File: config.mk
export PLATFORM = sky130hd
export DESIGN_NAME = axi_10g_ethernet_0_sync_filter_block
export DESIGN_NICKNAME = d
export VERILOG_FILES = /design/src/rtl/axi_10g_ethernet_0_sync_filter_block.sv
export SDC_FILE = /design/constraint.sdc
export NUM_CORES = 1
export LEC_CHECK = 0
export CAP_MARGIN = 15
export CORE_MARGIN = 2
export CORE_UTILIZATION = 45
export DETAILED_ROUTE_END_ITERATION = 10
export PLACE_DENSITY_LB_ADDON = 0.3
export RECOVER_POWER = 50
export SYNTH_ARGS = -nofsm -noshare
export SYNTH_HDL_FRONTEND = slang
export SYNTH_SLANG_ARGS = --single-unit
export TNS_END_PERCENT = 5
File: constraint.sdc
create_clock -name clk -period 1.7 [get_ports clk]
set_input_delay 0.425 -clock clk [delete_from_list [all_inputs] [get_ports clk]]
set_output_delay 0.425 -clock clk [all_outputs]
set_load 0.02 [all_outputs]
File: src/rtl/axi_10g_ethernet_0_sync_filter_block.sv
// axi_10g_ethernet_0_sync_filter_block
//
// Multi-channel synchronizer for quasi-static control/status bits entering the
// MAC core clock domain. Each channel goes through its own flop chain, an
// optional glitch filter, and registered rise/fall edge detection.
//
// Parameters:
//   C_WIDTH          number of independent channels (1..32)
//   C_NUM_SYNC_REGS  synchronizer depth per channel (2..8)
//   C_FILTER_CYCLES  consecutive stable cycles before data_out follows (0 = bypass)
//   C_RESET_VAL      reset value of the sync chains and data_out
//
// Ports:
//   clk         destination clock, rising edge
//   aresetn     asynchronous active-low reset (deassert synchronously to clk)
//   data_in     asynchronous per-channel inputs
//   data_out    synchronized, filtered levels
//   rise_pulse  one-cycle pulse per channel on a data_out 0->1 transition
//   fall_pulse  one-cycle pulse per channel on a data_out 1->0 transition
//   change      OR of all rise/fall pulses, same cycle as the pulses
//
// Build option: define AXI_10G_SYNC_EDGE_DETECT_EN to build the edge
// detectors; without it rise_pulse, fall_pulse and change are tied to 0.

(* dont_touch = "true" *)
module axi_10g_ethernet_0_sync_filter_block #(
  parameter int unsigned        C_WIDTH         = 4,
  parameter int unsigned        C_NUM_SYNC_REGS = 5,
  parameter int unsigned        C_FILTER_CYCLES = 0,
  parameter logic [C_WIDTH-1:0] C_RESET_VAL     = '0
) (
  input  logic               clk,
  input  logic               aresetn,
  input  logic [C_WIDTH-1:0] data_in,
  output logic [C_WIDTH-1:0] data_out,
  output logic [C_WIDTH-1:0] rise_pulse,
  output logic [C_WIDTH-1:0] fall_pulse,
  output logic               change
);

  // Stage 0 is the metastability-exposed capture flop; the last stage is the
  // settled level used by everything downstream.
  (* ASYNC_REG = "TRUE", shreg_extract = "no" *)
  logic [C_NUM_SYNC_REGS-1:0][C_WIDTH-1:0] sync_q;
  logic [C_WIDTH-1:0]                      sync_s;

  always_ff @(posedge clk or negedge aresetn) begin
    if (!aresetn) begin
      sync_q <= {C_NUM_SYNC_REGS{C_RESET_VAL}};
    end else begin
      sync_q <= {sync_q[C_NUM_SYNC_REGS-2:0], data_in};
    end
  end

  assign sync_s = sync_q[C_NUM_SYNC_REGS-1];

`ifdef AXI_10G_SYNC_EDGE_DETECT_EN
  // Value about to be shown on data_out and the value currently shown.
  logic [C_WIDTH-1:0] edge_next;
  logic [C_WIDTH-1:0] edge_prev;
`endif

  if (C_FILTER_CYCLES == 0) begin : g_bypass
    assign data_out = sync_s;

`ifdef AXI_10G_SYNC_EDGE_DETECT_EN
    // data_out is already a flop output here, so edges are taken against a
    // one-cycle delayed copy; pulses therefore lag data_out by one cycle.
    logic [C_WIDTH-1:0] dly_q;

    always_ff @(posedge clk or negedge aresetn) begin
      if (!aresetn) begin
        dly_q <= C_RESET_VAL;
      end else begin
        dly_q <= sync_s;
      end
    end

    assign edge_next = sync_s;
    assign edge_prev = dly_q;
`endif
  end else begin : g_filter
    localparam logic [7:0] CntMax = 8'(C_FILTER_CYCLES - 1);

    logic [C_WIDTH-1:0][7:0] cnt_q, cnt_d;
    logic [C_WIDTH-1:0]      out_q, out_d;

    // Counter tracks how long sync_s has disagreed with data_out; it is
    // cleared on agreement or on commit, so it never passes CntMax.
    always_comb begin
      out_d = out_q;
      cnt_d = cnt_q;
      for (int i = 0; i < int'(C_WIDTH); i++) begin
        if (sync_s[i] == out_q[i]) begin
          cnt_d[i] = '0;
        end else if (cnt_q[i] == CntMax) begin
          out_d[i] = sync_s[i];
          cnt_d[i] = '0;
        end else begin
          cnt_d[i] = cnt_q[i] + 8'd1;
        end
      end
    end

    always_ff @(posedge clk or negedge aresetn) begin
      if (!aresetn) begin
        out_q <= C_RESET_VAL;
        cnt_q <= '0;
      end else begin
        out_q <= out_d;
        cnt_q <= cnt_d;
      end
    end

    assign data_out = out_q;

`ifdef AXI_10G_SYNC_EDGE_DETECT_EN
    assign edge_next = out_d;
    assign edge_prev = out_q;
`endif
  end

`ifdef AXI_10G_SYNC_EDGE_DETECT_EN
  logic [C_WIDTH-1:0] rise_d, fall_d;
  logic [C_WIDTH-1:0] rise_q, fall_q;
  logic               change_q;

  assign rise_d = edge_next & ~edge_prev;
  assign fall_d = ~edge_next & edge_prev;

  always_ff @(posedge clk or negedge aresetn) begin
    if (!aresetn) begin
      rise_q   <= '0;
      fall_q   <= '0;
      change_q <= 1'b0;
    end else begin
      rise_q   <= rise_d;
      fall_q   <= fall_d;
      change_q <= |(rise_d | fall_d);
    end
  end

  assign rise_pulse = rise_q;
  assign fall_pulse = fall_q;
  assign change     = change_q;
`else
  assign rise_pulse = '0;
  assign fall_pulse = '0;
  assign change     = 1'b0;
`endif

endmodule

==> results.py <==
metrics = {
    "cells_and_area": {
        "final_util_pct": 53.0,
        "nets": 50,
        "layout-drive-gt1-share_pct": 7.14,
        "fill_cells": 107,
        "area_growth_pct": 11.6,
        "diodes": 0,
    },
    "floorplan": {
        "die_x_um": 40.6,
        "die_area_um2": 1650,
        "coreArea_um2": 1270,
        "rows": 13,
        "ios": 19,
        "start_util_pct": 47.4,
        "fp.dieH_um": 40.6,
    },
    "cts": {
        "cts_buffer_depth": 2,
        "cts_tree": "done",
        "hold_buffers": 0,
        "clkSinkCount": 20,
        "clk_pin_slew_ns": 0.09,
        "cts_setup_buffers": 0,
        "cts_root_buffer": "clkbuf_4",
        "clock_latency_ns": 0.28,
        "numCtsBuffers": 3,
        "cts-htree-levels": 1,
    },
    "min_path": {
        "worstHoldEndpoint": "sync_q[8]$_DFF_PN0_",
        "hold_path_class": "reg2reg",
        "holdPathStages": 0,
        "hp-start": "sync_q[4]$_DFF_PN0_",
    },
    "job": {
        "cap_violations": 0,
    },
    "timing": {
        "hold_viol": 0,
        "setup_slack_ns": 0.0698,
        "fmax_mhz": 613,
        "rsz0062_at_grt": "no",
        "slew_viol_final": 0,
        "tightest_slew_ns": 0.954,
        "setup_viol": 0,
        "finClkSkew_ns": 0.000582,
        "final.min_clock_period_ns": 1.63,
        "relSlewSlack_pct": 36.4,
        "period_share_pct": 95.9,
        "fin_tns_setup_ns": 0,
    },
    "critical_path": {
        "cp.required_ns": 1.27,
        "cp_slowest_cell": "clkdlybuf4s50_1",
        "cpPeakStageDelay_ns": 0.59,
        "worst-r2r-cell-count": 0,
        "crit_buf_inv": 1,
        "crit_chain": "clkdlybuf4s50_1",
        "worstSetupEndpointType": "output port",
        "startpoint_type": "flip-flop",
        "path_max_fanout": 1,
        "arrival_ns": 1.21,
        "r2r_end": "sync_q[13]$_DFF_PN0_",
        "timing.rr.start": "sync_q[9]$_DFF_PN0_",
        "path_class": "reg2out",
        "cp_top_family": "buffers and inverters",
        "r2r_slack_ns": 1.22,
    },
    "yosys": {
        "synth_cells": 34,
        "synth-compound-area-share_pct": 0,
        "ys_seq_area_share_pct": 83.2,
        "synthSimpleGateAreaFrac_pct": 0,
        "syn_area_per_cell_um2": 17.7,
        "syn_area_um2": 602,
        "synthAdderAreaFrac_pct": 0,
        "ys_warn_count": 0,
        "synth.distinct_cells": 3,
        "synth_top_family_by_area": "buffers and inverters",
        "synth_xor_area_share_pct": 0,
        "synth_mux_area_share_pct": 0,
        "synth-seq-cells": 20,
    },
    "run_status": {
        "status": "finished clean",
    },
    "power_and_ir_drop": {
        "vdd_drop_max_v": 0.000524,
        "p_leak_nw": 0.323,
        "p_per_area_nw_per_um2": 1120,
    },
    "routing": {
        "wl_per_cell_um": 8.72,
        "vias_per_cell": 3.79,
        "drtPass1Iterations": 1,
        "wirelength_um": 497,
        "postRouteAntennaNets": 0,
        "dr.first_iter.drc_count": 0,
        "drcViolationCount": 0,
        "vias": 216,
    },
    "place": {
        "io_buffers": 9,
        "globalplace.congestion": 0.584,
        "dpl_worst_slack_ns": 0.357,
    },
    "global_routing": {
        "grt_pass1_wl_um": 855,
        "grt_max_degree": 21,
        "antenna_found_initial": 0,
        "groute.usage.overall_pct": 9.40,
        "grt_overflow_total": 0,
        "grt_pass1_vias": 194,
    },
}
-- layout by cell type, fill, tap and decap left out --
master            n
dlymetal6s2s_1    1
dlygate4sd3_1     5
conb_1            9
clkbuf_4          3
clkbuf_1          1
dfrtp_1          20
clkdlybuf4s50_1   3
-- worst max path at each step --
| stage | slack, ns | to | depth (start not counted) | startpoint |
|---|---|---|---|---|
| after global routing | 0.02 | data_out[1] | 1 | data_out[1]$_DFF_PN0_ |
| final | 0.07 | data_out[1] | 1 | data_out[1]$_DFF_PN0_ |
| after floorplan | 0.79 | data_out[0] | 1 | data_out[0]$_DFF_PN0_ |
| after global placement | 0.38 | data_out[0] | 1 | data_out[0]$_DFF_PN0_ |
| after CTS | 0.03 | data_out[0] | 1 | data_out[0]$_DFF_PN0_ |
| after detailed placement | 0.36 | data_out[0] | 1 | data_out[0]$_DFF_PN0_ |
-- sequential cells by signal, summed over array words and instances, names as in the netlist --
| signal | cells |
|---|---|
| data_out | 4 |
| sync_q | 16 |
-- area by class of cell --
type                    instances  area, um^2  area share, %
flip-flops and latches         20         500           74.5
repair buffers                 10        96.3           14.3
multi-input cells               9        33.8           5.03
clock buffers                   3        22.5           3.35
well taps                      15        18.8           2.79
-- report_power, final --
group	internal, mW	switching, mW
Sequential	0.499	0.00572
Combinational	0.0158	0.0345
Clock	0.0822	0.116
Total	0.597	0.156
-- cells in the mapped netlist --
master / n / share of area [%]
conb_1: 1 / 0.62
buf_4: 13 / 16
dfrtp_1: 20 / 83
-- what timing repair did --
item / 4_1_cts / 5_1_grt
endpoints found under the hold margin: 0 / 0
resized for setup: 0 / 1
setup endpoints to repair: 0 / 1
-- stage by stage --
stage                     cells  cell area (um^2)  hold WS (ns)  total power [mW]
after floorplan              42               632         0.129             0.559
after global placement       54               651         0.336             0.568
after detailed placement     54               651         0.336             0.569
after CTS                    57               673         0.357             0.770
after global routing         57               672         0.365             0.790
final                        57               672         0.354             0.753
-- kinds of logic after synthesis --
family,Yosys count
other cells,1
flops,20
buf+inv,13
-- metal layers --
layer	routed length, um	track usage [%]	share of wire [%]	vias up
li1	-	-	-	96
met1	215	12.1	43	104
met2	219	10.3	44	14
met3	55	3.33	11	2
met4	6	12.5	1.2	0
met5	0	0	0	-
Note: power is estimated with default switching activity, not from simulation.
